==> src/rtl/ahb_lite_master.sv <==
`default_nettype none
// ============================================================================
// Module   : ahb_lite_master
// Function : Single-outstanding AHB-Lite initiator (command in, response out)
// Revision : 1.0
// ============================================================================
module ahb_lite_master #(
  parameter int TIMEOUT_CYCLES = 16,
  parameter int CNT_W          = 5
) (
  input  logic        HCLK,
  input  logic        HRESETn,
  input  logic        cmd_valid,
  output logic        cmd_ready,
  input  logic        cmd_write,
  input  logic [31:0] cmd_addr,
  input  logic [31:0] cmd_wdata,
  output logic [31:0] HADDR,
  output logic [1:0]  HTRANS,
  output logic        HWRITE,
  output logic [2:0]  HSIZE,
  output logic [31:0] HWDATA,
  input  logic        HREADY,
  input  logic        HRESP,
  input  logic [31:0] HRDATA,
  output logic        rsp_valid,
  output logic [31:0] rsp_rdata,
  output logic        rsp_err,
  output logic        timeout_flag
);

  typedef enum logic [1:0] {
    S_IDLE = 2'd0,
    S_ADDR = 2'd1,
    S_DATA = 2'd2
  } state_t;

  localparam logic [1:0]       c_htrans_idle   = 2'b00;
  localparam logic [1:0]       c_htrans_nonseq = 2'b10;
  localparam logic [2:0]       c_hsize_word    = 3'b010;
  localparam logic [CNT_W-1:0] c_cnt_max       = {CNT_W{1'b1}};
  localparam logic [CNT_W:0]   c_timeout       = (CNT_W+1)'(TIMEOUT_CYCLES);

  state_t            r_state;
  logic [31:0]       r_haddr;
  logic [1:0]        r_htrans;
  logic              r_hwrite;
  logic [31:0]       r_hwdata;
  logic [31:0]       r_wdata;
  logic [CNT_W-1:0]  r_cnt;
  logic              r_rsp_valid;
  logic [31:0]       r_rsp_rdata;
  logic              r_rsp_err;
  logic              r_timeout;
  logic [CNT_W:0]    w_cnt_next;

  // One extra bit so the saturated value still compares above the limit.
  assign w_cnt_next = {1'b0, r_cnt} + {{CNT_W{1'b0}}, 1'b1};

  always_ff @(posedge HCLK or negedge HRESETn) begin
    if (!HRESETn) begin
      r_state     <= S_IDLE;
      r_haddr     <= '0;
      r_htrans    <= c_htrans_idle;
      r_hwrite    <= 1'b0;
      r_hwdata    <= '0;
      r_wdata     <= '0;
      r_cnt       <= '0;
      r_rsp_valid <= 1'b0;
      r_rsp_rdata <= '0;
      r_rsp_err   <= 1'b0;
      r_timeout   <= 1'b0;
    end else begin
      r_rsp_valid <= 1'b0;
      case (r_state)
        S_IDLE: begin
          if (cmd_valid) begin
            r_haddr   <= cmd_addr;
            r_hwrite  <= cmd_write;
            r_wdata   <= cmd_wdata;
            r_cnt     <= '0;
            r_timeout <= 1'b0;
            r_htrans  <= c_htrans_nonseq;
            r_state   <= S_ADDR;
          end
        end
        S_ADDR: begin
          // A low HREADY here belongs to the previous transfer, not ours.
          if (HREADY) begin
            r_htrans <= c_htrans_idle;
            if (r_hwrite) begin
              r_hwdata <= r_wdata;
            end
            r_state <= S_DATA;
          end
        end
        S_DATA: begin
          if (!HREADY) begin
            if (r_cnt != c_cnt_max) begin
              r_cnt <= w_cnt_next[CNT_W-1:0];
            end
            if (w_cnt_next >= c_timeout) begin
              r_timeout <= 1'b1;
            end
          end else begin
            r_rsp_valid <= 1'b1;
            r_rsp_err   <= HRESP;
            r_rsp_rdata <= (!r_hwrite && !HRESP) ? HRDATA : 32'h0;
            r_state     <= S_IDLE;
          end
        end
        default: begin
          r_htrans <= c_htrans_idle;
          r_state  <= S_IDLE;
        end
      endcase
    end
  end

  assign cmd_ready    = (r_state == S_IDLE);
  assign HADDR        = r_haddr;
  assign HTRANS       = r_htrans;
  assign HWRITE       = r_hwrite;
  assign HSIZE        = c_hsize_word;
  assign HWDATA       = r_hwdata;
  assign rsp_valid    = r_rsp_valid;
  assign rsp_rdata    = r_rsp_rdata;
  assign rsp_err      = r_rsp_err;
  assign timeout_flag = r_timeout;

endmodule
`default_nettype wire

==> config.mk <==
export PLATFORM = sky130hd
export DESIGN_NAME = ahb_lite_master
export DESIGN_NICKNAME = d
export VERILOG_FILES = /design/src/rtl/ahb_lite_master.sv
export SDC_FILE = /design/constraint.sdc
export NUM_CORES = 1
export LEC_CHECK = 0
export BUFFER_PORTS_ARGS = -buffer_cell sky130_fd_sc_hd__buf_2
export CORE_MARGIN = 2
export CORE_UTILIZATION = 49
export CTS_CLUSTER_DIAMETER = 100
export DETAILED_ROUTE_END_ITERATION = 10
export PLACE_DENSITY = 0.91
export SYNTH_ARGS = -nofsm -noshare
export SYNTH_HDL_FRONTEND = slang
export SYNTH_SLANG_ARGS = --single-unit
==> constraint.sdc <==
create_clock -name HCLK -period 2.5 [get_ports HCLK]
set_input_delay 0.375 -clock HCLK [delete_from_list [all_inputs] [get_ports HCLK]]
set_output_delay 0.375 -clock HCLK [all_outputs]
set_load 0.005 [all_outputs]
[Yosys cells after proc, flatten, opt, wreduce, memory -nomap -nowiden]
Cells that the tools add are included.
Storage, ports and cells
  register bits: 141
  latch bits: 0
  RAM bits: 0
  bits in read-only memories: 0
  input port bits: 102
  output and inout port bits: 106
  logic and storage cells: 52
  memories: 0
Cells by class
  add/sub/neg operators: 1
  $mul: 0
  divide/modulo/power cells: 0
  order comparisons: 1
  equal/unequal tests: 9
  shift-type cells: 0
  mux-type cells: 17
  bitwise logic cells: 1
  reduce and logical (&&, ||, !) cells: 12
Operators with widths (number)
  $mux 32: 1
  $mux 5: 3
  $ne 2x2->1 const B: 6
  $pmux 2 s3: 2
  $pmux 5 s2: 1
  $reduce_and 3->1: 3
  $mux 2: 4
  $reduce_and 4->1: 2
  $add 5x1->6 const B: 1
  $ge 6x5->1 const B: 1
  $mux 1: 5
  $ne 5x5->1 const B: 1
  $reduce_and 2->1: 2
  $eq 2x1->1 const B: 1
  $eq 2x2->1 const B: 1
  $logic_not 1->1: 2
  $logic_not 2->1: 1
  $pmux 1 s2: 1
  $reduce_bool 2->1: 1
  $logic_and 1x1->1: 1
  $not 1->1: 1

[Depth between registers and ports, before layout]
Gate-level depths: netlist (run 1).
  depth in word-level cells: 5
  depth in mapped cells: 6
  mapped depth without buffers: 6

[Worst setup path after synthesis (run 1)]
No wires, ideal clock.
  path type: reg-to-reg
  start: register r_cnt[0]
  end: register r_cnt[3]
  data arrival time: 1766 ps
  slack: 607 ps
  cell stages (with the launch flop): 7
  buffers on the path: 0
  period minus slack after synthesis: 1893 ps
  path through: dfrtp_1 > ha_1 > and3_1 > ha_1 > or4b_4 > o211ai_2 > o31ai_2
Between the ends
  word-level cells in the longest chain between the ends: 4
  elaborated cells between the ends (all ways): 7
Ends and longest elaborated chain
  start, declared: RTL line 50  | logic [CNT_W-1:0] r_cnt;
  start signal, assigned: RTL line 100  | r_cnt <= w_cnt_next[CNT_W-1:0];
  $add 5x1->6: RTL line 58  | assign w_cnt_next = {1'b0, r_cnt} + {{CNT_W{1'b0}}, 1'b1};
  $mux 5: RTL line 99  | if (r_cnt != c_cnt_max) begin
  $mux 5: RTL line 98  | if (!HREADY) begin
  $pmux 5 s2: RTL line 75  | case (r_state)
Several ways; a longest one is shown, not always the timed one. The select of a mux whose other input is x is not followed.
A chain may end at the register's enable or synchronous reset.

[Worst setup path in the final report (run 1)]
Ends and elaborated chain as after synthesis.

==> results of run 1 <==
-- through the flow --
step	area, um^2	worst slack [ns]
3_5_place_dp	6620	0.495
4_1_cts	7250	0.476
2_1_floorplan	5450	0.607
5_1_grt	7250	0.323
3_3_place_gp	6620	0.569
6_report	7250	0.479
-- cell usage after synthesis (2+ instances only) --
cell                         n
sky130_fd_sc_hd__inv_1       3
sky130_fd_sc_hd__a21oi_1     2
sky130_fd_sc_hd__clkbuf_1    7
sky130_fd_sc_hd__mux2_2     68
sky130_fd_sc_hd__and3_1      2
sky130_fd_sc_hd__buf_4       8
sky130_fd_sc_hd__nand2_1    65
sky130_fd_sc_hd__o21ai_0    32
sky130_fd_sc_hd__nand3_1     2
sky130_fd_sc_hd__mux2_1     30
sky130_fd_sc_hd__ha_1        2
sky130_fd_sc_hd__buf_2      12
sky130_fd_sc_hd__nor3_1      2
sky130_fd_sc_hd__o22ai_1     2
sky130_fd_sc_hd__dfrtp_1   140
sky130_fd_sc_hd__a22o_1      3
sky130_fd_sc_hd__nor2_1      5
sky130_fd_sc_hd__conb_1      2
-- timing repair --
action	CTS	global route
hold endpoints to repair	60	0
hold buffers	1	0
buffers inserted	0	0
-- routing by layer --
metal	vias up	global-route usage (%)	part of all wire, %	wire length [um]
met2	166	34.3	50	5820
met3	19	5.63	8.0	931
met4	0	8.41	1.6	190
met5	-	0	0	0
met1	1828	23.7	41	4770
li1	1790	-	-	-
-- area by class of cell --
cell class / count / share of cell area [%]
Clock buffer: 19 / 5.95
Clock inverter: 13 / 2.62
Timing Repair Buffer: 214 / 15.8
Inverter: 3 / 0.155
Multi-Input combinational cell: 234 / 24.8
Tap cell: 140 / 2.41
Sequential cell: 140 / 48.3
-- power breakdown --
group          internal [uW]  switching [uW]  total [uW]
Clock                   1650             936        2590
Sequential              3340             546        3880
Combinational           1530            1210        2740
-- sequential cells by signal, indices dropped and copies added, names as in the netlist, 2 cells and up --
| signal | flops |
|---|---|
| r_cnt | 5 |
| r_state | 2 |
| rsp_rdata | 32 |
| HWDATA | 32 |
| r_wdata | 32 |
| HADDR | 32 |
-- path summary, 6_finish.rpt --
check | start | endpoint | slack (ns) | cells after the start
worst max-delay path | r_cnt[0] | r_cnt[3] | 0.48 | 6
worst min-delay path | cmd_addr[1] | HADDR[1] | 0.09 | 2
worst max register to register | r_cnt[0] | r_cnt[3] | 0.48 | 6
worst min register to register | rsp_rdata[17] | rsp_rdata[17] | 0.47 | 2
max in group asynchronous | HRESETn | HWDATA[20] | 1.35 | 3
min in group asynchronous | HRESETn | r_wdata[25] | 0.41 | 2
-- cells by family (layout without fill, tap and decap cells) --
family,after synthesis,after routing,synth area share (%)
AND/OR/NAND/NOR,85,85,7.03
other,2,4,0.138
adder cells (fa/ha/maj),2,2,0.460
flip-flops,140,140,64.4
multiplexers,98,98,20.3
buffers and inverters,30,249,2.90
AO/OA/AOI/OAI,45,45,4.83
-- critical path: cells and delay by family, from the launching register on --
family	cells	cell delay (ns)
AO/OA/AOI/OAI	2	0.28
AND/OR/NAND/NOR	2	0.76
flip-flops	1	0.42
adder cells (fa/ha/maj)	2	0.45
==> impl_metrics.toml, run 1 <==
[status]
outcome = "finished clean"

[finish]
final_layout_size_suffix_gt1_share_pct = 51.2
final_common_cell = "sky130_fd_sc_hd__buf_2"
fillCellCount = 800
multi_input_comb_area_um2 = 1800
layout-area-overhead-vs-synth_pct = 33.3
most-common-layout-cells = "sky130_fd_sc_hd__buf_2, sky130_fd_sc_hd__dfrtp_1, sky130_fd_sc_hd__mux2_2"
final_nets = 714
sequential_cell_area_um2 = 3500
finalNonFillerCells = 763
utilization_pct = 66.9
n_antenna_cell = 0

[clocking]
cts_tree = "done"
post_cts.resized_instances = 0
cts_buffers = 17
cts_buffer_depth = 2
h_tree_lvls = 4
worstSkewPairLatency_ns = 0.51
root_buffer = "sky130_fd_sc_hd__clkbuf_8"
clk_pin_slew_worst_paths_ns = 0.06
numClockSinks = 140

[floorplan]
fp.dieW_um = 109
chipHeight_um = 109
placeableCoreArea_um2 = 10800
floorplan.initialDensity_pct = 50.2
row_count = 38
fp.dieArea_um2 = 12000
top_level_ports = 208

[power]
vdd.ir_drop.worst_mv = 0.716
power_leakage_uw = 0.00358
power.density_cell_area_nw_per_um2 = 1270
total_power_uw = 9210

[sta]
unrepaired_setup_endpoints_after_global_routing = "no"
finalWorstPathRequiredPeriod_ns = 2.02
timing.fmax_mhz = 495
timing_max_transition_violations_final = 0
max_slew.worst_pin.slew_ns = 0.581
fin_skew_ns = 0.00772
max_slew_margin_vs_limit_pct = 61.1
fin_crit_share_pct = 80.8
hold-worst-slack_ns = 0.0893
timing.setup.tns_ns = 0
setup-violations-final = 0
final-hold-violation-count = 0

[placement]
buffer_ports.inserted = 203
place.gp.congestion = 0.729
dpl.cell_count = 730
hpwl_detailed_mm = 8.43

[synth]
post_synth_edffs = 0
synthDominantAreaCellType = "sky130_fd_sc_hd__dfrtp_1"
yosys.cell_types.count = 33
synthTopCellsByArea = "sky130_fd_sc_hd__dfrtp_1, sky130_fd_sc_hd__mux2_2, sky130_fd_sc_hd__mux2_1, sky130_fd_sc_hd__nand2_1, sky130_fd_sc_hd__o21ai_0"
ys_seq_elements = 140
postSynthAreaPerCell_um2 = 13.5
syn-instance-count = 402
ys_async_sr_fraction_pct = 100
ys_warn_count = 0
synth_sequential_area_ratio_pct = 64.4
ys_dominant_reg_cell = "sky130_fd_sc_hd__dfrtp_1"
netlist_area_um2 = 5440
fraction_of_synthesized_cell_area_taken_by_the_top_area_cell_type_pct = 64.4

[global_route]
grt_pass1_vias = 3851
grt_antenna_before_repair = 0
first_pass_grt_wire_length_mm = 18.2
largest_net_degree_at_the_start_of_global_routing = 63
gr-total-overflow = 0
grt_util_all_layers_pct = 20.0

[routing]
drc = 0
dr.pass1.iters = 4
dr_vias_cell = 4.98
wirelength_mm = 11.7
antenna_violating_nets_post_route = 0
routedWlPerCell_um = 15.3
dr.first_iter.drc_count = 210
routed-via-count = 3803

[job]
cap_violations = 0

[worst_setup_path]
worstSetupPathType = "reg2reg"
worstSetupStartpointType = "register"
timing.critical_path.fanout_max = 5
worst_setup_path_end_kind = "register"
crit_chain = "ha_1 > and3_1 > ha_1 > or4b_4 > o211ai_2 > o31ai_2"
worst_ep_arrival_time_ns = 2.42
critical-path-max-stage-delay_ns = 0.57
worstPathRequired_ns = 2.89
worst_path_most_repeated_cell = "sky130_fd_sc_hd__ha_1"
cp_max_stage_cell = "sky130_fd_sc_hd__or4b_4"

[worst_hold_path]
hold_path.class = "in2reg"
Power figures use the tool's default switching activity.
==> run 2, diff against run 1 <==
--- a/config.mk
+++ b/config.mk
@@ -5,6 +5,7 @@
 export SDC_FILE = /design/constraint.sdc
 export NUM_CORES = 1
 export LEC_CHECK = 0
+export ABC_AREA = 1
 export BUFFER_PORTS_ARGS = -buffer_cell sky130_fd_sc_hd__buf_2
 export CORE_MARGIN = 2
 export CORE_UTILIZATION = 49
==> constraint.sdc (replaced) <==
create_clock -name HCLK -period 2.1 [get_ports HCLK]
set_input_delay 0.315 -clock HCLK [delete_from_list [all_inputs] [get_ports HCLK]]
set_output_delay 0.315 -clock HCLK [all_outputs]
set_load 0.005 [all_outputs]
==> run 2 against run 1 <==
Via count up 26%. Clock power up 12%. Worst hold slack better by 0.041 ns. Setup slack worse by 0.23 ns. Area after synthesis is 1.9% higher. Synthesized cell count up 49%. Global-route usage is 1.2 points higher. Sequential power rose by 13%. Non-clock buffer count up 2. Sequential cell count did not move. Critical endpoint is now cmd_ready.
==> impl_metrics.toml, run 2 <==
[status]
outcome = "finished clean"

[worst_setup_path]
worstSetupStartpointType = "register"
worstPathRequired_ns = 1.78
worst_setup_path_end_kind = "output pin"
timing.critical_path.fanout_max = 34
worst_ep_arrival_time_ns = 1.54
worstSetupPathType = "reg2out"

[routing]
dr.pass1.iters = 6
dr_vias_cell = 5.06
wl_met3_um = 827
dr.first_iter.drc_count = 455
m1_wl_mm = 5.67
routedWlPerCell_um = 13.6
antenna_violating_nets_post_route = 0
highest_layer = "met4"
drc = 0
wl_met2_mm = 6.26
wirelength_mm = 12.9
routed-via-count = 4798

[finish]
final_common_cell = "sky130_fd_sc_hd__buf_2"
final_layout_size_suffix_gt1_share_pct = 31.7
most-common-layout-cells = "sky130_fd_sc_hd__buf_2, sky130_fd_sc_hd__nand2_1, sky130_fd_sc_hd__dfrtp_1"
n_antenna_cell = 0
final_nets = 899
utilization_pct = 66.4
layout-area-overhead-vs-synth_pct = 31.0

[synth]
synthTopCellsByArea = "sky130_fd_sc_hd__dfrtp_1, sky130_fd_sc_hd__nand2_1, sky130_fd_sc_hd__nand3_1, sky130_fd_sc_hd__o21ai_0, sky130_fd_sc_hd__a21oi_1"
syn-instance-count = 598
fraction_of_synthesized_cell_area_taken_by_the_top_area_cell_type_pct = 63.1
ys_async_sr_fraction_pct = 100
synth_most_common_cell = "sky130_fd_sc_hd__nand2_1"
post_synth_edffs = 0
netlist_top_cells_count = "sky130_fd_sc_hd__nand2_1, sky130_fd_sc_hd__dfrtp_1, sky130_fd_sc_hd__nand3_1"
netlist_area_um2 = 5550
ys_warn_count = 0
synth_sequential_area_ratio_pct = 63.1
postSynthAreaPerCell_um2 = 9.28
ys_dominant_reg_cell = "sky130_fd_sc_hd__dfrtp_1"
ys_seq_elements = 140
synthDominantAreaCellType = "sky130_fd_sc_hd__dfrtp_1"
yosys.cell_types.count = 20

[floorplan]
fp.dieArea_um2 = 12200
chipHeight_um = 110
floorplan.initialDensity_pct = 50.7
fp.dieW_um = 110
top_level_ports = 208
placeableCoreArea_um2 = 10900
row_count = 38

[power]
power.density_cell_area_nw_per_um2 = 1440
total_power_uw = 10500
power_leakage_uw = 0.00412
vdd.ir_drop.worst_mv = 0.748

[sta]
final-hold-violation-count = 0
fin_crit_share_pct = 88.4
fin_skew_ns = 0.00538
unrepaired_setup_endpoints_after_global_routing = "no"
timing.fmax_mhz = 539
max_slew.worst_pin.slew_ns = 0.545
setup-violations-final = 0
timing_max_transition_violations_final = 0
max_slew_margin_vs_limit_pct = 63.6
timing.setup.tns_ns = 0
finalWorstPathRequiredPeriod_ns = 1.86

[global_route]
gr-total-overflow = 0
grt_pass1_vias = 4438
largest_net_degree_at_the_start_of_global_routing = 58
grt_antenna_before_repair = 0
grt_util_all_layers_pct = 21.3
first_pass_grt_wire_length_mm = 21.5

[placement]
hpwl_detailed_mm = 8.92
buffer_ports.inserted = 203
place.gp.congestion = 0.793

[job]
cap_violations = 0

[worst_hold_path]
hold_path.class = "in2reg"

[clocking]
clk_pin_slew_worst_paths_ns = 0.07
cts_buffer_depth = 2
worstSkewPairLatency_ns = 0.40
root_buffer = "sky130_fd_sc_hd__clkbuf_16"
cts_tree = "done"
numClockSinks = 140
post_cts.resized_instances = 0
cts_setup_buffers = 0
h_tree_lvls = 4
cts_buffers = 17
[run 2: cell count changes after synthesis, sizes merged, moves of 31 or more]
| cell | change |
|---|---|
| a21oi | +31 |
| nand2 | +92 |
| mux2 | -98 |
| o21ai | +36 |
| inv | +36 |
| nor2 | +37 |
| nand3 | +72 |
[run 2: final cells by class]
class                           instances  area [um^2]
Multi-Input combinational cell        381         1710
Fill cell                             885         3670
Clock buffer                           17          425
Timing Repair Buffer                  216         1160
Tap cell                              140          175
Inverter                               39          146
Clock inverter                         15          150
Sequential cell                       140         3500
[run 2: metal layers]
layer,track usage (%),vias up
met1,29.6,2270
met2,33.7,199
met4,6.42,0
met3,4.88,15
met5,0,-
li1,-,2314
[run 2: what timing repair did]
item	in CTS	in global routing
endpoints found under the hold margin	49	0
hold buffers	1	0
setup endpoints to repair	0	0
[run 2: where the power goes]
group	internal, uW	switching, uW
combinational	1300	1860
clock	1680	1230
sequential	3830	560
total	6810	3650
[run 2: final timing paths]
| check | startpoint | end | slack (ns) | depth (start not counted) |
|---|---|---|---|---|
| max | r_state[1] | cmd_ready | 0.24 | 3 |
| max in group asynchronous | HRESETn | HADDR[31] | 1.04 | 3 |
| max reg2reg | r_cnt[0] | r_cnt[2] | 0.48 | 9 |
| min | HRDATA[2] | rsp_rdata[2] | 0.13 | 3 |
| min in group asynchronous | HRESETn | rsp_rdata[17] | 0.44 | 2 |
| min reg2reg | HADDR[27] | HADDR[27] | 0.47 | 2 |
[run 2: cells by family after synthesis]
family | count (synthesis) | share of synthesized area, %
AND/OR/NAND/NOR | 273 | 20.7
other | 2 | 0.135
adder cells (fa/ha/maj) | 2 | 0.451
buffers and inverters | 79 | 6.38
AO/OA/AOI/OAI | 102 | 9.20
flip-flops | 140 | 63.1
[run 2: per-stage QoR]
stage                     cells  area (um^2)  hold slack, ns  worst slack, ns
after floorplan             600         5560          0.0194            0.645
after global placement      915         6680           0.289            0.578
after detailed placement    915         6680           0.299            0.498
after CTS                   948         7270           0.116            0.222
after global routing        948         7270           0.125            0.135
final                       948         7270           0.130            0.244
[run 2: critical path: stages (launching register included)]
cell and delay, ns:
sky130_fd_sc_hd__dfrtp_1 0.44, sky130_fd_sc_hd__nor2_4 0.17, sky130_fd_sc_hd__buf_4 0.34, sky130_fd_sc_hd__buf_2 0.18
==> run 3, diff against run 2 <==
--- a/config.mk
+++ b/config.mk
@@ -7,6 +7,7 @@
 export LEC_CHECK = 0
 export ABC_AREA = 1
 export BUFFER_PORTS_ARGS = -buffer_cell sky130_fd_sc_hd__buf_2
+export CORE_ASPECT_RATIO = 0.6
 export CORE_MARGIN = 2
 export CORE_UTILIZATION = 49
 export CTS_CLUSTER_DIAMETER = 100
==> run 3 against run 2 <==
Power grew 1.1%. Non-clock buffer count increased by 4. Routed wire length rose by 3.0%. Sequential share of layout area fell by 0.40 points. Final cell count rose by 0.84%. Setup slack got worse by 0.018 ns. Global-route usage is 1.7 points higher. Critical path type unchanged. Largest cell class unchanged. Largest power group unchanged.
==> impl_metrics.toml, run 3 (synthesis gave the netlist of run 2 again) <==
[power]
total_power_uw = 10600
comb_power_share_pct = 30.5
clock_share_of_power_pct = 27.7
power_leakage_uw = 0.00416
seq_power_share_pct = 41.8
vdd.ir_drop.worst_mv = 0.764
swShare_pct = 34.6
power.internal_uw = 6920
power.density_cell_area_nw_per_um2 = 1440
switchingPower_uw = 3650

[routing]
antenna_violating_nets_post_route = 0
dr_vias_cell = 4.99
wirelength_mm = 13.3
routedWlPerCell_um = 13.9
drc = 0
dr.first_iter.drc_count = 190
routed-via-count = 4767
dr.pass1.iters = 4

[worst_setup_path]
critical-path-max-stage-delay_ns = 0.46
timing.critical_path.fanout_max = 34
worst_setup_path_end_kind = "output pin"
worst_r2r_path_depth = 9
ff2ff_setup_slack_ns = 0.46
critical_path.n_buffers_inverters = 2
worstSetupStartpointType = "register"
cp-startpoint = "r_state[1]"
worstSetupPathType = "reg2out"
cp_max_stage_cell = "sky130_fd_sc_hd__dfrtp_1"
worstPathRequired_ns = 1.78
worst_ep_arrival_time_ns = 1.56
critPathTopFamily = "buffers and inverters"
crit_chain = "nor2_4 > buf_4 > buf_2"
worstReg2RegEnd = "r_cnt[2]"
reg2reg_from = "r_cnt[0]"

[clocking]
numClockSinks = 140
hold_buffers_post_cts = 1
cts_tree = "done"
root_buffer = "sky130_fd_sc_hd__clkbuf_16"
worstSkewPairLatency_ns = 0.41
h_tree_lvls = 4
clk_pin_slew_worst_paths_ns = 0.06
cts_buffers = 17
cts_setup_buffers = 0
post_cts.resized_instances = 0
cts_buffer_depth = 2

[floorplan]
row_count = 30
chipHeight_um = 86.4
floorplan.initialDensity_pct = 49.8
placeableCoreArea_um2 = 11100
fp.dieArea_um2 = 12200
top_level_ports = 208
fp.dieW_um = 141

[global_route]
first_pass_grt_wire_length_mm = 21.9
grt_util_all_layers_pct = 22.9
largest_net_degree_at_the_start_of_global_routing = 50
grt_antenna_before_repair = 0
gr-total-overflow = 0
grt_pass1_vias = 4501

[status]
outcome = "finished clean"

[sta]
fin_ws_ns = 0.226
timing.setup.tns_ns = 0
unrepaired_setup_endpoints_after_global_routing = "no"
fin_skew_ns = 0.0130
setup-violations-final = 0
finalWorstPathRequiredPeriod_ns = 1.87
final-hold-violation-count = 0
timing.fmax_mhz = 534
timing_max_transition_violations_final = 0
fin_crit_share_pct = 89.2

[worst_hold_path]
worst_hold_path.endpoint = "HADDR[4]"
hold_path_depth = 3
hold_path.class = "in2reg"
min_delay_src = "cmd_addr[4]"

[finish]
most-common-layout-cells = "sky130_fd_sc_hd__buf_2, sky130_fd_sc_hd__nand2_1, sky130_fd_sc_hd__dfrtp_1"
final_nets = 903
layout-area-overhead-vs-synth_pct = 32.1
n_antenna_cell = 0
final_common_cell = "sky130_fd_sc_hd__buf_2"
finalInstanceArea_um2 = 7330
final_layout_size_suffix_gt1_share_pct = 32.0
utilization_pct = 65.7

[placement]
buffer_ports.inserted = 203
post-place-ws_ns = 0.466
place.gp.congestion = 0.777
placement.cell_area_um2 = 6730
hpwl_detailed_mm = 9.22

[job]
cap_violations = 0
run 3: final cells by class:
type | count | area (um^2)
Sequential cell | 140 | 3500
Timing Repair Buffer | 220 | 1200
Clock inverter | 12 | 123
Fill cell | 905 | 3820
Inverter | 39 | 146
Multi-Input combinational cell | 381 | 1710
Tap cell | 144 | 180
Clock buffer | 20 | 467
run 3: per-stage QoR:
stage          hold slack, ns  cells
2_1_floorplan          0.0194    600
3_3_place_gp            0.282    923
3_5_place_dp            0.286    923
4_1_cts                 0.115    956
5_1_grt                 0.123    956
6_report                0.131    956
run 3: layer usage:
metal,track usage (%),wire length [um]
met3,6.19,1010
met2,35.5,6140
met5,0,0
met1,32.0,6030
met4,7.64,112
run 3: worst max path at each step:
| stage | slack, ns | depth (start not counted) | end |
|---|---|---|---|
| global route | 0.12 | 3 | cmd_ready |
| detailed placement | 0.47 | 9 | r_cnt[2] |
| CTS | 0.22 | 3 | cmd_ready |
| floorplan | 0.64 | 8 | r_cnt[2] |
| global placement | 0.56 | 8 | r_cnt[2] |
| finish | 0.23 | 3 | cmd_ready |
run 3: power by group through the flow:
| stage | sequential (uW) | combinational [uW] | clock [uW] |
|---|---|---|---|
| 2_1_floorplan | 4430 | 1720 | 0 |
| 3_3_place_gp | 4400 | 3110 | 0 |
| 3_5_place_dp | 4420 | 3260 | 0 |
| 4_1_cts | 4420 | 3270 | 2990 |
| 5_1_grt | 4540 | 3710 | 3130 |
| 6_report | 4420 | 3230 | 2930 |
run 3: worst register-to-register path, stage by stage, from the launching register on:
cell and delay (ns):
sky130_fd_sc_hd__dfrtp_1 0.40, sky130_fd_sc_hd__ha_1 0.22, sky130_fd_sc_hd__nand2_1 0.08, sky130_fd_sc_hd__nor2_1 0.05
sky130_fd_sc_hd__ha_1 0.17, sky130_fd_sc_hd__nor2_1 0.15, sky130_fd_sc_hd__nand2_1 0.18, sky130_fd_sc_hd__nand2_2 0.13
sky130_fd_sc_hd__nand2_1 0.06, sky130_fd_sc_hd__a21oi_1 0.13
